[config.mk]
export PLATFORM = sky130hd
export DESIGN_NAME = fir_sample_source
export DESIGN_NICKNAME = d
export VERILOG_FILES = /design/src/rtl/fir_sample_source.sv
export SDC_FILE = /design/constraint.sdc
export NUM_CORES = 1
export LEC_CHECK = 0
export BUFFER_PORTS_ARGS = -buffer_cell sky130_fd_sc_hd__buf_4
export CAP_MARGIN = 20
export CORE_MARGIN = 2
export CORE_UTILIZATION = 33
export DETAILED_ROUTE_END_ITERATION = 10
export PLACE_DENSITY_LB_ADDON = 0.2
export SLEW_MARGIN = 20
export SYNTH_ARGS = -nofsm -noshare
export SYNTH_HDL_FRONTEND = slang
export SYNTH_SLANG_ARGS = --single-unit
[constraint.sdc]
create_clock -name CLK -period 3.6 [get_ports CLK]
set_input_delay 0.36 -clock CLK [delete_from_list [all_inputs] [get_ports CLK]]
set_output_delay 0.36 -clock CLK [all_outputs]
set_load 0.03 [all_outputs]
[src/rtl/fir_sample_source.sv]
// fir_sample_source: host-side sample FIFO feeding the first FIR stage's
// ready-flag/data stream, one sample per EN cycle, with frame tracking.
// Optional build macro FIR_SRC_FLUSH_EN appends FLUSH_LEN zero samples after
// every frame and moves the FRAME_DONE pulse to the last of those zeros.
module fir_sample_source #(
  parameter int unsigned N         = 16,
  parameter int unsigned DEPTH     = 8,
  parameter int unsigned FLUSH_LEN = 4
) (
  input  logic                   CLK,
  input  logic                   RST,
  input  logic                   EN,
  input  logic                   WR_VALID,
  input  logic [N-1:0]           WR_DATA,
  input  logic                   WR_LAST,
  output logic                   WR_READY,
  output logic                   R_OUT,
  output logic [N-1:0]           D_OUT,
  output logic [$clog2(DEPTH):0] LEVEL,
  output logic                   FRAME_DONE,
  output logic                   BUSY
);

  localparam int unsigned PTR_W = $clog2(DEPTH);
  localparam int unsigned LVL_W = PTR_W + 1;

  localparam logic [1:0] ST_IDLE   = 2'd0;
  localparam logic [1:0] ST_STREAM = 2'd1;
`ifdef FIR_SRC_FLUSH_EN
  localparam logic [1:0] ST_FLUSH  = 2'd2;
  localparam int unsigned CNT_W    = $clog2(FLUSH_LEN + 1);
`endif

  // Parameter legality: DEPTH a power of two >= 2, FLUSH_LEN >= 1.
  // Pointer wrap relies on the power-of-two depth; this block holds no logic.
  generate
    if ((DEPTH < 2) || ((DEPTH & (DEPTH - 1)) != 0) || (FLUSH_LEN < 1)) begin : g_illegal_params
    end
  endgenerate

  // Each entry is {last, sample}
  logic [N:0]       mem_q [DEPTH];
  logic [PTR_W-1:0] wr_ptr_q, wr_ptr_d;
  logic [PTR_W-1:0] rd_ptr_q, rd_ptr_d;
  logic [LVL_W-1:0] level_q, level_d;
  logic [1:0]       state_q, state_d;
  logic             r_out_q, r_out_d;
  logic [N-1:0]     d_out_q, d_out_d;
  logic             frame_done_q, frame_done_d;
  logic             busy_q, busy_d;
`ifdef FIR_SRC_FLUSH_EN
  logic [CNT_W-1:0] flush_cnt_q, flush_cnt_d;
`endif

  logic             push;
  logic             pop;
  logic [N:0]       head;

  // Full is judged from the registered level only, so a same-cycle pop never
  // frees a slot for a push.
  assign WR_READY = (level_q != LVL_W'(DEPTH));
  assign push     = WR_VALID && WR_READY;
  // Head entry; D_OUT acts as the read register of the storage array.
  assign head     = mem_q[rd_ptr_q];

  // Pop whenever the stream advances and a sample is waiting (never while flushing)
  always_comb begin
    pop = EN && (level_q != '0);
`ifdef FIR_SRC_FLUSH_EN
    pop = pop && (state_q != ST_FLUSH);
`endif
  end

  // Next-state: pointers, occupancy, FSM and output stream
  always_comb begin
    wr_ptr_d     = push ? (wr_ptr_q + PTR_W'(1)) : wr_ptr_q;
    rd_ptr_d     = pop  ? (rd_ptr_q + PTR_W'(1)) : rd_ptr_q;
    level_d      = level_q;
    state_d      = state_q;
    r_out_d      = r_out_q;
    d_out_d      = d_out_q;
    frame_done_d = 1'b0;
`ifdef FIR_SRC_FLUSH_EN
    flush_cnt_d  = flush_cnt_q;
`endif

    case ({push, pop})
      2'b10:   level_d = level_q + LVL_W'(1);
      2'b01:   level_d = level_q - LVL_W'(1);
      default: level_d = level_q;
    endcase

    if (EN) begin
`ifdef FIR_SRC_FLUSH_EN
      if (state_q == ST_FLUSH) begin
        r_out_d = 1'b1;
        d_out_d = '0;
        if (flush_cnt_q == CNT_W'(FLUSH_LEN - 1)) begin
          flush_cnt_d  = '0;
          frame_done_d = 1'b1;
          state_d      = ST_IDLE;
        end else begin
          flush_cnt_d  = flush_cnt_q + CNT_W'(1);
        end
      end else
`endif
      if (pop) begin
        r_out_d = 1'b1;
        d_out_d = head[N-1:0];
        if (head[N]) begin
`ifdef FIR_SRC_FLUSH_EN
          state_d      = ST_FLUSH;
`else
          state_d      = ST_IDLE;
          frame_done_d = 1'b1;
`endif
        end else begin
          state_d = ST_STREAM;
        end
      end else begin
        // Starved: drop the valid flag, keep the last sample on the bus
        r_out_d = 1'b0;
      end
    end

    busy_d = (level_d != '0) || (state_d != ST_IDLE);
  end

  // Sample storage: no reset so the array can map onto RAM; a reset only
  // clears the pointers, which discards whatever was queued.
  always_ff @(posedge CLK) begin
    if (RST && push) begin
      mem_q[wr_ptr_q] <= {WR_LAST, WR_DATA};
    end
  end

  // Control and output registers with synchronous active-low reset
  always_ff @(posedge CLK) begin
    if (!RST) begin
      wr_ptr_q     <= '0;
      rd_ptr_q     <= '0;
      level_q      <= '0;
      state_q      <= ST_IDLE;
      r_out_q      <= 1'b0;
      d_out_q      <= '0;
      frame_done_q <= 1'b0;
      busy_q       <= 1'b0;
`ifdef FIR_SRC_FLUSH_EN
      flush_cnt_q  <= '0;
`endif
    end else begin
      wr_ptr_q     <= wr_ptr_d;
      rd_ptr_q     <= rd_ptr_d;
      level_q      <= level_d;
      state_q      <= state_d;
      r_out_q      <= r_out_d;
      d_out_q      <= d_out_d;
      frame_done_q <= frame_done_d;
      busy_q       <= busy_d;
`ifdef FIR_SRC_FLUSH_EN
      flush_cnt_q  <= flush_cnt_d;
`endif
    end
  end

  assign R_OUT      = r_out_q;
  assign D_OUT      = d_out_q;
  assign LEVEL      = level_q;
  assign FRAME_DONE = frame_done_q;
  assign BUSY       = busy_q;

endmodule

**Yosys cells after proc, flatten, opt, wreduce, memory -nomap -nowiden**

Memory sizes are Yosys's and may differ from the RTL's. A register that Yosys moved wholly into a read port is not among the register bits.
Index checks and enable logic that the tools add are counted.
Widths: inputs -> output; s select.

- Input bits: 21
- Register bits after elaboration: 31
- Logic and storage cells: 35
- Memories kept: 1
- Memory bits (writable): 136

- Reduce and logical (&&, ||, !) cells: 9
- Muxes and demuxes: 10
- Add/subtract/negate cells: 4
- Equality and inequality tests: 3

Memories:

| name | depth | bits a word | read ports | clocked after memory_dff | wr ports | RTL line | text |
|---|---|---|---|---|---|---|---|
| mem_q | 8 | 17 | 1 | 1 | 1 | 42 | `logic [N:0] mem_q [DEPTH];` |

Operators by type and width:

| kind | count |
|---|---|
| $pmux 4 s2 | 1 |
| $reduce_bool 4->1 | 2 |
| $add 3x1->3 const B | 2 |
| $mux 3 | 2 |
| $mux 1 | 5 |
| $add 4x1->4 const B | 1 |
| $mux 2 | 2 |
| $ne 4x4->1 const B | 1 |
| $sub 4x1->4 const B | 1 |
| $logic_and 1x1->1 | 3 |
| $reduce_and 3->1 | 1 |
| $eq 2x1->1 const B | 1 |
| $eq 2x2->1 const B | 1 |
| $reduce_and 2->1 | 1 |
| $reduce_bool 2->1 | 1 |
| $logic_or 1x1->1 | 1 |

**Longest topological paths before layout**

- Word-level depth: 6
- Mapped depth: 11
- Gate-level depth less buffers: 9

**Worst setup path before layout**

OpenSTA, ideal clock, no wires.

- Kind: flip-flop to flip-flop
- From: register level_q[2], in the netlist LEVEL[2]
- To: memory mem_q[1][0] (netlist name) (enable)
- Setup slack: 0.298 ns
- Cell stages (with the launch flop): 5
- Arrival: 2.867 ns
- Path buffers: 1
- Cell sequence: dfxtp_1 > or4b_1 > buf_6 > nand2_1 > nor4_1

- Longest elaborated chain between the ends: 5

RTL lines:

| what | RTL line | text |
|---|---|---|
| start: declaration | 45 | `logic [LVL_W-1:0] level_q, level_d;` |
| start signal: assignment | 154 | `level_q <= level_d;` |
| $ne 4x4->1 | 61 | `assign WR_READY = (level_q != LVL_W'(DEPTH));` |
| net WR_READY | 16 | `output logic WR_READY,` |
| $logic_and 1x1->1 | 62 | `assign push = WR_VALID && WR_READY;` |
| $logic_and 1x1->1 | 132 | `if (RST && push) begin` |
| $mux 1 | 132 |  |
| $mux 1 (not written as such) | 133 | `mem_q[wr_ptr_q] <= {WR_LAST, WR_DATA};` |
| end: declaration | 42 |  |

The timed path passes the listed nets, and every way through them passes these cells.

**Worst setup path after layout**

- From: register level_q[1], in the netlist LEVEL[1]
- To: register busy_q, in the netlist BUSY

- Longest elaborated chain between the ends: 6

RTL lines:

| what | RTL line | text |
|---|---|---|
| $ne 4x4->1 or $reduce_bool 4->1 (tied branches) | 61, 68 |  |
| $logic_and 1x1->1, on equally long branches | 62, 68 |  |
| $eq 2x1->1 (tied with other cells) | 87 | `case ({push, pop})` |
| $pmux 4 s2 or $mux 2 (tied branches) | 87, 93 |  |
| $reduce_bool 4->1 or $reduce_bool 2->1 (tied branches) | 126 | `busy_d = (level_d != '0) \|\| (state_d != ST_IDLE);` |
| $logic_or 1x1->1 (*) | 126 |  |
| end signal: assignment | 159 | `busy_q <= busy_d;` |
| end: declaration | 50 | `logic busy_q, busy_d;` |

Mark *: on every way between the ends. The rest lies on a longest branch, timed or not.
A chain may end at the register's enable or synchronous reset.

==> reports/metrics.sh <==
RUN_STATUS='finished clean'
SYNTH-EDFF-COUNT=136
P_COMB_SHARE_PCT=25.2
POWER.SHARE.SWITCHING_PCT=28.8
FLOORPLAN.CORE_AREA_UM2=19500
TIMING.SLEW.HEADROOM_PCT=41.8
NUMBER_OF_FAILING_SETUP_ENDPOINTS_IN_THE_FINAL_TIMING_REPORT=0
DETAILEDPLACEMENTHPWL_MM=7.48
TIMING.CRITICAL_PATH.ARRIVAL_NS=3.26
FINAL.MIN_CLOCK_PERIOD_NS=2.97
TIMING.MAX_CAP.VIOLATIONS=0
INSERTION_DELAY_OF_THE_LATER_CLOCKED_PIN_IN_THE_WORST_SKEW_PAIR_NS=0.41
INITIAL_UTILIZATION_PCT=33.7
POST_DRT_WL_PER_CELL_UM=18.6
ANTENNA_FOUND_INITIAL=0
P_SEQ_SHARE_PCT=44.1
GLOBALPLACE.CONGESTION=0.753
ANTENNA_CELLS=0
FLOORPLAN.DIE_AREA_UM2=21100
CLK_ROOT_BUFFER_CELL='clkbuf_16'
COUNT_OF_DISTINCT_CELL_TYPES_IN_THE_SYNTHESIZED_NETLIST=36
SYNTHESIS.AREA_PER_INSTANCE_UM2=18.4
HOLD_PATH_CELLS=1
TIMING.CRITICAL_PATH.FROM='LEVEL[1]'
FINAL_CRITICAL_PATH_SETUP_SLACK_NS=0.633
CRIT_TYPE='register to register'
SYNTH_SEQ_CELLS=170
AREA_DELTA_SYNTH_FINAL_PCT=19.2
PEAKVDDDROP_uV=304
NUMBER_OF_GLOBAL_ROUTE_VIAS_BEFORE_REPAIR=3439
MAX_FREQ_MHz=337
WORST_HOLD_PATH_TYPE='primary input to register'
SETUP-TNS-FINAL_NS=0
SLOWEST_STAGE='or4b_1'
CRITICAL_PATH.MAX_FANOUT=9
SYNTHESIS.NETS=382
PIN_COUNT=45
R2R_CELLS=7
TOTAL_POWER_W=0.00562
NUMBER_OF_PLACEMENT_ROWS=51
FIRST_ITER_VIOLATIONS=168
CTS_TREE='done'
CRITICAL_PATH.REG2REG.STARTPOINT='LEVEL[1]'
YOSYSWARNINGS=0
TIMING.FINAL.HOLD_VIOLATIONS=0
NETLIST_AREA_UM2=6580
GRT_USE_TOTAL_PCT=12.9
ROUTE.DETAILED.DRC=0
FLOORPLAN.DIE.HEIGHT_UM=145
VIA_PER_INST=4.77
FINAL_LAYOUT_SIZE_SUFFIX_GT1_SHARE_PCT=30.2
TIMING.FINAL.CRIT_SHARE_PCT=82.4
PLACEMENT.IO_BUFFERS=44
FINALNETCOUNT=439
CRITICAL_PATH.REG2REG.ENDPOINT='BUSY'
POST-CTS-SETUP-BUFFER-COUNT=0
DETAILED_PLACE.AREA_UM2=7280
PRE_CTS_WS_NS=0.619
FINAL_MAX_SLEW_VIOL_COUNT=0
SHARE_CLK_OF_TOTAL_POWER_PCT=30.7
CRITPATHREQUIREDTIME_NS=3.89
TRITONROUTE_PASS_1_ITERS=6
WORST_SETUP_PATH_START_KIND='register'
WORST_PATH_CLK_SLEW_NS=0.06
FINAL_CORE_UTIL_PCT=40.1
WIRELENGTH_MM=12.9
DIE-WIDTH_UM=145
GRT_REMAINING_OVERFLOW=0
GRT_MAX_DEGREE=41
CRIT_PATH_CELL_TRACE='or4b_1 > nand2_1 > ha_1 > nand2b_1 > o31ai_1 > mux2i_1 > or3_1'
FILLCELLCOUNT=1804
TOTAL_LEAKAGE_POWER_nW=2.75
R2R_SLACK_NS=0.63
SEQUENTIAL_CELL_AREA_FRACTION_IN_THE_YOSYS_REPORT_PCT=72.5
CRITICAL_PATH.MAX_STAGE_DELAY_NS=0.70
CTS_BUFFER_DEPTH=2
FINAL_DESIGN_AREA_NO_FILL_UM2=7840
ELEMENT_TYPE_AT_THE_CRITICAL_PATH_END='register'
P_SWITCHING_W=0.00162
WORST_PIN_SLEW_NS=0.870
SETUP_REPAIR_AFTER_GLOBAL_ROUTING_MISSED_ITS_MARGIN='false'
WORSTSETUPENDPOINT='BUSY'
REMAINING_ANTENNA_VIOLATION_COUNT_AFTER_ROUTING=0
POST_CTS.RESIZED_INSTANCES=0
POSTSYNTH.ASYNCRESETSHARE_PCT=0
HOLD_BUFFERS=0
POSTSYNTHCELLCOUNT=357
FIRST_PASS_GRT_WIRE_LENGTH_MM=20.2
POWER.DENSITY_CELL_AREA_nW_PER_UM2=717
CTS-BUFFERS-INSERTED=17
CELL_INTERNAL_PWR_W=0.00400
HTREE_NUM_LEVELS=4
FIN_WORST_SKEW_NS=0.00749
SYNTH-MAIN-FF-CELL='edfxtp_1'
TRITONCTS_NUM_SINKS=170
DETAILROUTE.VIA_COUNT=3301
synthesized netlist by cell type, types with 2 or more instances:
library cell / count / area, um^2
nand2_1: 26 / 97.6
o211a_1: 16 / 160
buf_2: 5 / 25.0
nand3_1: 5 / 25.0
buf_6: 2 / 22.5
buf_1: 2 / 7.51
nor4_1: 2 / 12.5
and2_1: 8 / 50.1
xnor2_1: 4 / 35.0
clkbuf_1: 11 / 41.3
mux2i_1: 25 / 250
nor2_1: 8 / 30.0
o21ai_0: 2 / 10.0
mux4_2: 32 / 721
and3_1: 3 / 18.8
nand2b_1: 6 / 37.5
edfxtp_1: 136 / 4080
a21oi_1: 2 / 10.0
dfxtp_1: 34 / 681
a21boi_0: 4 / 30.0
nor2b_1: 3 / 18.8
nor3_1: 4 / 20.0
ha_1: 4 / 50.1
final cells by class:
class                   instances  area [um^2]  share of cell area [%]
flip-flops and latches        170         4770                    60.8
clock inverters                 9         98.8                    1.26
inverters                       1         3.75                  0.0479
repair buffers                 58          435                    5.56
multi-input cells             166         1740                    22.2
well taps                     265          332                    4.23
clock buffers                  23          458                    5.84
stage by stage:
stage | instances | hold slack [ns]
floorplan | 357 | 0.459
CTS | 692 | 0.160
global placement | 660 | 0.483
detailed placement | 660 | 0.475
global route | 692 | 0.164
finish | 692 | 0.178
worst min-delay path by stage:
stage,start,endpoint,slack [ns]
3_5_place_dp,R_OUT,R_OUT,0.47
4_1_cts,WR_DATA[9],mem_q[1][9],0.16
3_3_place_gp,rd_ptr_q[1],rd_ptr_q[1],0.48
5_1_grt,WR_DATA[4],mem_q[5][4],0.16
2_1_floorplan,WR_DATA[0],mem_q[0][0],0.46
6_report,WR_DATA[1],mem_q[6][1],0.18
state kept, by name (all words and copies together) (netlist names), named ones only:
signal / cells
mem_q: 136
D_OUT: 16
LEVEL: 4
rd_ptr_q: 3
wr_ptr_q: 3
state_q: 2
BUSY: 1
FRAME_DONE: 1
R_OUT: 1
power by group through the flow:
stage | Sequential, W | Clock [W] | Combinational [W]
floorplan | 0.00265 | 0 | 0.000864
global placement | 0.00252 | 0 | 0.00143
finish | 0.00248 | 0.00173 | 0.00141
detailed placement | 0.00253 | 0 | 0.00144
CTS | 0.00249 | 0.00178 | 0.00144
global route | 0.00251 | 0.00186 | 0.00153
critical path: cells and delay by family, from the launching register on:
kind | cells | cell delay (ns)
AO/OA/AOI/OAI | 1 | 0.31
adder cells (fa/ha/maj) | 1 | 0.38
flip-flops | 1 | 0.41
multiplexers | 1 | 0.13
AND/OR/NAND/NOR | 4 | 1.61
cell usage in the layout, fill, tap and decap left out, drive strengths merged, types with 5 or more instances in the layout:
cell type | netlist | routed
dfxtp | 34 | 34
and2 | 8 | 8
clkbuf | 11 | 23
mux4 | 32 | 32
mux2i | 25 | 25
o211a | 16 | 16
nor2 | 8 | 8
buf | 9 | 58
clkinv | 0 | 6
nand2 | 26 | 26
nand2b | 6 | 6
nand3 | 5 | 5
edfxtp | 136 | 136
metal layers:
layer | GRT usage (%) | share of wire [%] | up-vias
met2 | 20.2 | 47 | 67
met5 | 0 | 0 | -
li1 | - | - | 1526
met1 | 17.4 | 47 | 1698
met3 | 3.77 | 4.6 | 10
met4 | 4.02 | 1.2 | 0
logic make-up after synthesis:
kind of cell	synth area share (%)
adders and majority gates	0.761
buffers and inverters	1.52
and+or+nand+nor	5.21
muxes	14.8
DFF	72.5
xor gates and xnor gates	0.666
AOI/OAI and AO/OA	4.61
Note: power is estimated with default switching activity, not from simulation.
